[src/rtl/watch_input_ctrl.sv]
// Push-button front end for the watch controller: synchronise, debounce and edge-detect seven
// buttons, run the mode/set state machine. Define AUTO_REPEAT_EN for held-button repeat on btn_up.
module watch_input_ctrl #(
    parameter int unsigned DEBOUNCE_CYCLES = 16,
    parameter int unsigned CNT_W           = 20,
    parameter int unsigned REPEAT_DELAY    = 64,
    parameter int unsigned REPEAT_PERIOD   = 16
) (
    input  logic       clk,
    input  logic       rst_n,
    input  logic       btn_mode,
    input  logic       btn_set,
    input  logic       btn_up,
    input  logic       btn_next,
    input  logic       btn_start,
    input  logic       btn_stop,
    input  logic       btn_reset,
    output logic [2:0] mode,
    output logic       setValue,
    output logic       upTime,
    output logic       nextd,
    output logic       start_resume,
    output logic       stop,
    output logic       resetTime
);

    localparam int unsigned NumBtn   = 7;
    localparam int unsigned IdxMode  = 0;
    localparam int unsigned IdxSet   = 1;
    localparam int unsigned IdxUp    = 2;
    localparam int unsigned IdxNext  = 3;
    localparam int unsigned IdxStart = 4;
    localparam int unsigned IdxStop  = 5;
    localparam int unsigned IdxReset = 6;

    localparam logic [CNT_W-1:0] DebLast = CNT_W'(DEBOUNCE_CYCLES - 1);

    localparam logic [2:0] ModeWatch     = 3'b000;
    localparam logic [2:0] ModeStopwatch = 3'b001;
    localparam logic [2:0] ModeDay       = 3'b011;

    typedef enum logic [0:0] {
        StNormal,
        StSet
    } state_e;

    logic [NumBtn-1:0] btn_raw;
    logic [NumBtn-1:0] sync1_q;
    logic [NumBtn-1:0] sync2_q;
    logic [NumBtn-1:0] deb_q;
    logic [NumBtn-1:0] deb_dly_q;
    logic [CNT_W-1:0]  cnt_q [NumBtn];
    logic [NumBtn-1:0] press;
    logic              rep_fire;
    state_e            state_q;

    assign btn_raw = {btn_reset, btn_stop, btn_start, btn_next, btn_up, btn_set, btn_mode};

    always_ff @(posedge clk or negedge rst_n) begin
        if (!rst_n) begin
            sync1_q <= '0;
            sync2_q <= '0;
        end else begin
            sync1_q <= btn_raw;
            sync2_q <= sync1_q;
        end
    end

    // Count consecutive cycles where the synchronised input disagrees with the debounced level;
    // any agreeing cycle restarts the count, so short glitches never reach the threshold.
    always_ff @(posedge clk or negedge rst_n) begin
        if (!rst_n) begin
            deb_q     <= '0;
            deb_dly_q <= '0;
            for (int i = 0; i < NumBtn; i++) begin
                cnt_q[i] <= '0;
            end
        end else begin
            deb_dly_q <= deb_q;
            for (int i = 0; i < NumBtn; i++) begin
                if (sync2_q[i] == deb_q[i]) begin
                    cnt_q[i] <= '0;
                end else if (cnt_q[i] == DebLast) begin
                    deb_q[i] <= ~deb_q[i];
                    cnt_q[i] <= '0;
                end else begin
                    cnt_q[i] <= cnt_q[i] + CNT_W'(1);
                end
            end
        end
    end

    assign press = deb_q & ~deb_dly_q;

`ifdef AUTO_REPEAT_EN
    localparam logic [CNT_W-1:0] DelayLast  = CNT_W'(REPEAT_DELAY - 1);
    localparam logic [CNT_W-1:0] PeriodLast = CNT_W'(REPEAT_PERIOD - 1);

    logic [CNT_W-1:0] rep_cnt_q;
    logic             rep_periodic_q;

    // First repeat waits the longer delay, every later one the shorter period.
    assign rep_fire = deb_q[IdxUp] && !press[IdxUp] &&
                      (rep_cnt_q == (rep_periodic_q ? PeriodLast : DelayLast));

    always_ff @(posedge clk or negedge rst_n) begin
        if (!rst_n) begin
            rep_cnt_q      <= '0;
            rep_periodic_q <= 1'b0;
        end else if (!deb_q[IdxUp] || press[IdxUp]) begin
            rep_cnt_q      <= '0;
            rep_periodic_q <= 1'b0;
        end else if (rep_fire) begin
            rep_cnt_q      <= '0;
            rep_periodic_q <= 1'b1;
        end else begin
            rep_cnt_q <= rep_cnt_q + CNT_W'(1);
        end
    end
`else
    logic unused_repeat_cfg;
    assign unused_repeat_cfg = ^{REPEAT_DELAY, REPEAT_PERIOD};
    assign rep_fire = 1'b0;
`endif

    always_ff @(posedge clk or negedge rst_n) begin
        if (!rst_n) begin
            upTime       <= 1'b0;
            nextd        <= 1'b0;
            start_resume <= 1'b0;
            stop         <= 1'b0;
            resetTime    <= 1'b0;
        end else begin
            upTime       <= press[IdxUp] | rep_fire;
            nextd        <= press[IdxNext];
            start_resume <= press[IdxStart];
            stop         <= press[IdxStop];
            resetTime    <= press[IdxReset];
        end
    end

    // Mode press takes priority in NORMAL; in SET the mode is frozen and only set is honoured.
    always_ff @(posedge clk or negedge rst_n) begin
        if (!rst_n) begin
            state_q  <= StNormal;
            mode     <= ModeWatch;
            setValue <= 1'b0;
        end else begin
            unique case (state_q)
                StNormal: begin
                    if (press[IdxMode]) begin
                        mode <= (mode == ModeDay) ? ModeWatch : mode + 3'd1;
                    end else if (press[IdxSet] && (mode != ModeStopwatch)) begin
                        state_q  <= StSet;
                        setValue <= 1'b1;
                    end
                end
                StSet: begin
                    if (press[IdxSet]) begin
                        state_q  <= StNormal;
                        setValue <= 1'b0;
                    end
                end
                default: begin
                    state_q  <= StNormal;
                    setValue <= 1'b0;
                end
            endcase
        end
    end

endmodule

[config.mk]
export PLATFORM = sky130hd
export DESIGN_NAME = watch_input_ctrl
export DESIGN_NICKNAME = d
export VERILOG_FILES = /design/src/rtl/watch_input_ctrl.sv
export SDC_FILE = /design/constraint.sdc
export NUM_CORES = 1
export LEC_CHECK = 0
export BUFFER_PORTS_ARGS = -buffer_cell sky130_fd_sc_hd__buf_2
export CORE_MARGIN = 2
export CORE_UTILIZATION = 55
export DETAILED_ROUTE_END_ITERATION = 7
export PLACE_DENSITY = 0.73
export SYNTH_ARGS = -nofsm -noshare
export SYNTH_HDL_FRONTEND = slang
export SYNTH_SLANG_ARGS = --single-unit
[constraint.sdc]
create_clock -name clk -period 6.12 [get_ports clk]
set_clock_uncertainty 0.05 [all_clocks]
set_input_delay 0.306 -clock clk [delete_from_list [all_inputs] [get_ports clk]]
set_output_delay 0.306 -clock clk [all_outputs]
set_load 0.1 [all_outputs]
After elaboration in Yosys (flattened, before gate mapping)
Cells that the tools add are included.
{ "op_classes": {"n_mux": 23, "bitwise_logic": 17, "eq_ne": 19, "n_addsub": 8, "n_reduce_logical": 10} }
{ "ops": {"columns": ["cell", "count"], "rows": [
  ["$mux W20", 14],
  ["$add A20 B1 Y20 const B", 7],
  ["$eq A20 B4 Y1 const B", 7],
  ["$reduce_and A2 Y1", 8],
  ["$not A1 Y1", 15],
  ["$and A7 B7 Y7", 1],
  ["$eq A1 B1 Y1", 7],
  ["$not A7 Y7", 1],
  ["$mux W1", 6],
  ["$ne A2 B2 Y1 const B", 3],
  ["$pmux W1 S2", 2],
  ["$add A3 B1 Y3 const B", 1],
  ["$eq A3 B2 Y1 const B", 1],
  ["$mux W3", 1],
  ["$ne A3 B1 Y1 const B", 1],
  ["$reduce_and A3 Y1", 1],
  ["$logic_and A1 B1 Y1", 1]
]} }
{ "word_totals": {"output_inout_bits": 9, "elab_cells": 102, "in_bits": 9, "reg_bits": 178} }

Longest topological paths before layout
{ "depth": {"word_depth": 6, "depth_mapped": 6, "ltp_nobuf": 5} }

Least setup slack after synthesis
Ideal clock, no wire load.
{ "synth_path": {"kind": "register to register", "startpoint": "register cnt_q[72] (netlist bit)", "endpoint": "register cnt_q[72] (netlist bit)", "synth_period_minus_slack_ps": 1938, "stages_incl_launch_ff": 6, "arrival_ps": 1769, "t_required_ps": 5951, "setup_time_ps": 119, "n_path_buf": 2, "path_slack_ps": 4182, "cell_sequence": "dfrtp_1 buf_6 or4_4 o41ai_4 buf_6 nor2_1"} }
{ "synth_via": {"elab_chain_cells": 3, "word_cells_on_any_way": 4, "cone_classes": "add/sub: 1; eq/ne: 1; mux: 2"} }
{ "synth_lines": {"columns": ["item", "line", "rtl"], "rows": [
  ["start: declaration", "52", "logic [CNT_W-1:0] cnt_q [NumBtn];"],
  ["start signal: indexed assignment", "87", "cnt_q[i] <= cnt_q[i] + CNT_W'(1);"],
  ["$add A20 B1 Y20 / $eq A20 B4 Y1 (equally long branches)", "87, 83", null],
  ["$mux W20 *", "83", "end else if (cnt_q[i] == DebLast) begin"],
  ["$mux W20 *", "81", "if (sync2_q[i] == deb_q[i]) begin"]
]} }
Mark *: on every way between the ends. The rest lies on a longest branch, timed or not.
A chain may end at the register's enable or synchronous reset.

Worst setup path in the final report
{ "layout_path": {"startpoint": "register cnt_q[100] (netlist bit)", "endpoint": "register cnt_q[114] (netlist bit)"} }
Same word-level chain as after synthesis.

==> impl_metrics.tcl <==
set metrics [dict create \
    drv_slew 0 \
    worst-path-buf-inv 0 \
    area_delta_synth_final_pct 10.99 \
    synthCells 807 \
    gp_congestion 0.8177 \
    crit_type "register to register" \
    path_clk_slew_ns 0.06 \
    utilization 0.6286 \
    drc_errors 0 \
    vdd.ir_drop.worst_v 0.0002323 \
    tightest_slew_ns 1.285 \
    synth_area_leader_cell "dfrtp_1" \
    path_cells "ha_1 -> nand3_1 -> nand3b_1 -> o21ai_1 -> nor2_1" \
    max_stage_delay_ns 0.96 \
    violations "negative hold slack" \
    yosysWarnings 0 \
    synth-edff-count 0 \
    antenna_cells 0 \
    fin_tns_setup_ns 0 \
    syn_area_per_cell_sq_um 10.24 \
    cts_setup_buffers 0 \
    grt-ovfl-total 0 \
    clock_latency_ns 0.43 \
    synthDistinctLibCells 45 \
    layout_min_cycle_time_ns 2.470 \
    relSlewSlack 0.1374 \
    nFillCells 1150 \
    hp-class "primary input to asynchronous set/reset pin" \
    clkSinkCount 178 \
    yosys.area.top_type_share 0.5391 \
    dieArea_sq_um 16020 \
    ios 18 \
    ys_seq_area_frac 0.5391 \
    io_buffers 17 \
    grt_pass1_vias 6008 \
    cp.arrival_ns 2.68 \
    grt_antenna_before_repair 0 \
    grt_first_pass_wirelength_microns 26490 \
    initial_utilization 0.5664 \
    grt_start_max_net_pins 114 \
    yosys-top-cells-area "dfrtp_1 54%, xnor2_1 8.6%, nor2_1 6.7%" \
    status "finished with violations" \
    nets 856 \
    holdBufCountCts 7 \
    drv_cap 0 \
    hold_viol_final 29 \
    power.density_nw_per_um2 255.0 \
    synthArstFlopShare 1.000 \
    p_leak_nw 3.842 \
    first_pass_iters 4 \
    ys_dominant_reg_cell "dfrtp_1" \
    num_vias 5879 \
    fmax_mhz 404.9 \
    post_cts_resized 0 \
    syn_nets 825 \
    dieHeight_microns 126.6 \
    syn-cell-area_sq_um 8263 \
    synth.most_common_cell "dfrtp_1" \
    holdWs_ns -0.07325 \
    cts_tree "built" \
    cts_buffers 17 \
    routedWlPerCell_microns 14.42 \
    rsz0062_at_grt "no" \
    yosys-top-cells-count "178 x dfrtp_1, 147 x nor2_1, 81 x xnor2_1" \
    drtIter0Drc 420 \
    row_count 44 \
    drtAntennaViolNets 0 \
    synth_seq_cells 178 \
    grt_util_all_layers 0.1991 \
    layout-drive-gt1-share 0.07765 \
    crit_slowest_cell "o21ai_1" \
    cp_data_required_time_ns 6.33 \
    setup_viol 0 \
    vias_per_cell 5.686 \
    cp-start-kind "register" \
    period_share 0.4035 \
    critical_path.top_delay_family "compound AO/OA/AOI/OAI gates" \
    drt_wl_total_microns 14910 \
    crit_fanout 18 \
    end_kind "register" \
    core_sq_um 14590 \
    ctsRootBufferMaster "clkbuf_16" \
    dp_hpwl_microns 9846 \
    cts_max_path_buffers 2 \
    cts.htree.levels 4 \
    fp.dieW_microns 126.6 \
]
## per-stage QoR
stage                     power (mW)  hold WS [ns]  worst slack [ns]  instances  cell area [sq um]
after floorplan                1.264      -0.03959             4.182        807               8263
after global placement         1.295        0.2839             3.776        996               8514
after detailed placement       1.301        0.2847             3.656        996               8514
after CTS                      2.364      0.009813             3.637       1034               9163
after global routing           2.426       0.06512             3.375       1034               9171
final                          2.338      -0.07325             3.650       1034               9171
## cells by family (layout without fill, tap and decap cells)
group / Yosys count / after routing / synth area share
and+or+nand+nor: 398 / 398 / 0.2455
DFF: 178 / 178 / 0.5391
xor gates and xnor gates: 106 / 106 / 0.1124
AOI/OAI and AO/OA: 58 / 58 / 0.04558
buffers and inverters: 41 / 84 / 0.02211
muxes: 17 / 17 / 0.02181
adders and majority gates: 9 / 9 / 0.01363
## power by group
group / switching (mW) / total, mW / internal, mW
combinational: 0.0517 / 0.0718 / 0.0201
clock: 0.447 / 1.06 / 0.611
sequential: 0.0152 / 1.21 / 1.19
total: 0.514 / 2.34 / 1.82
## cells in the final DEF (no fill, tap or decap), types with 3 or more instances in the layout
cell type / count
dfrtp_1: 178
nand2_1: 36
a211oi_1: 4
nand3b_1: 5
ha_1: 9
o21ai_0: 14
xnor2_1: 81
clkbuf_16: 17
or3_1: 16
nor2_1: 147
inv_1: 28
nor3_1: 29
and4_1: 8
clkinv_4: 5
o21ai_1: 4
dlygate4sd3_1: 7
a21oi_1: 20
nor3b_1: 5
nor4_1: 49
a31oi_1: 3
or4_1: 7
nor2b_1: 6
nand4_1: 29
and3_1: 6
nand3_1: 44
buf_2: 16
mux2i_1: 9
mux2_2: 8
xor2_1: 25
clkinv_2: 3
## per-layer routing
metal  part of all wire  up-vias  GRT usage
li1                   -     2900          -
met1               0.44     2855     0.2549
met2               0.51      111     0.3404
met3              0.037       13    0.04513
met4              0.012        0    0.05882
met5                  0        -          0
## registers in the layout (all words and copies together) (netlist names)
signal	flops
deb_dly_q	7
mode	3
setValue	1
nextd	1
start_resume	1
sync1_q	7
upTime	1
stop	1
resetTime	1
cnt_q	140
sync2_q	7
state_q	1
deb_q	7
## final cells by class
type	count	area [sq um]	share of cell area
timing repair buffer	25	168.9	0.01842
inverter	28	105.1	0.01146
clock inverter	12	135.1	0.01473
sequential	178	4454	0.4857
multi-input combinational	588	3635	0.3963
tap	184	230.2	0.02510
clock buffer	19	442.9	0.04829
## final timing paths
path	cells past startpoint	from	end	slack, ns
min	1	rst_n	cnt_q[136]	-0.07
max in group asynchronous	2	rst_n	cnt_q[81]	4.73
max reg2reg	5	cnt_q[100]	cnt_q[114]	3.65
min reg2reg	0	sync1_q[1]	sync2_q[1]	0.30
max	5	cnt_q[100]	cnt_q[114]	3.65
min in group clk	0	sync1_q[1]	sync2_q[1]	0.30
Note: power is estimated with default switching activity, not from simulation.
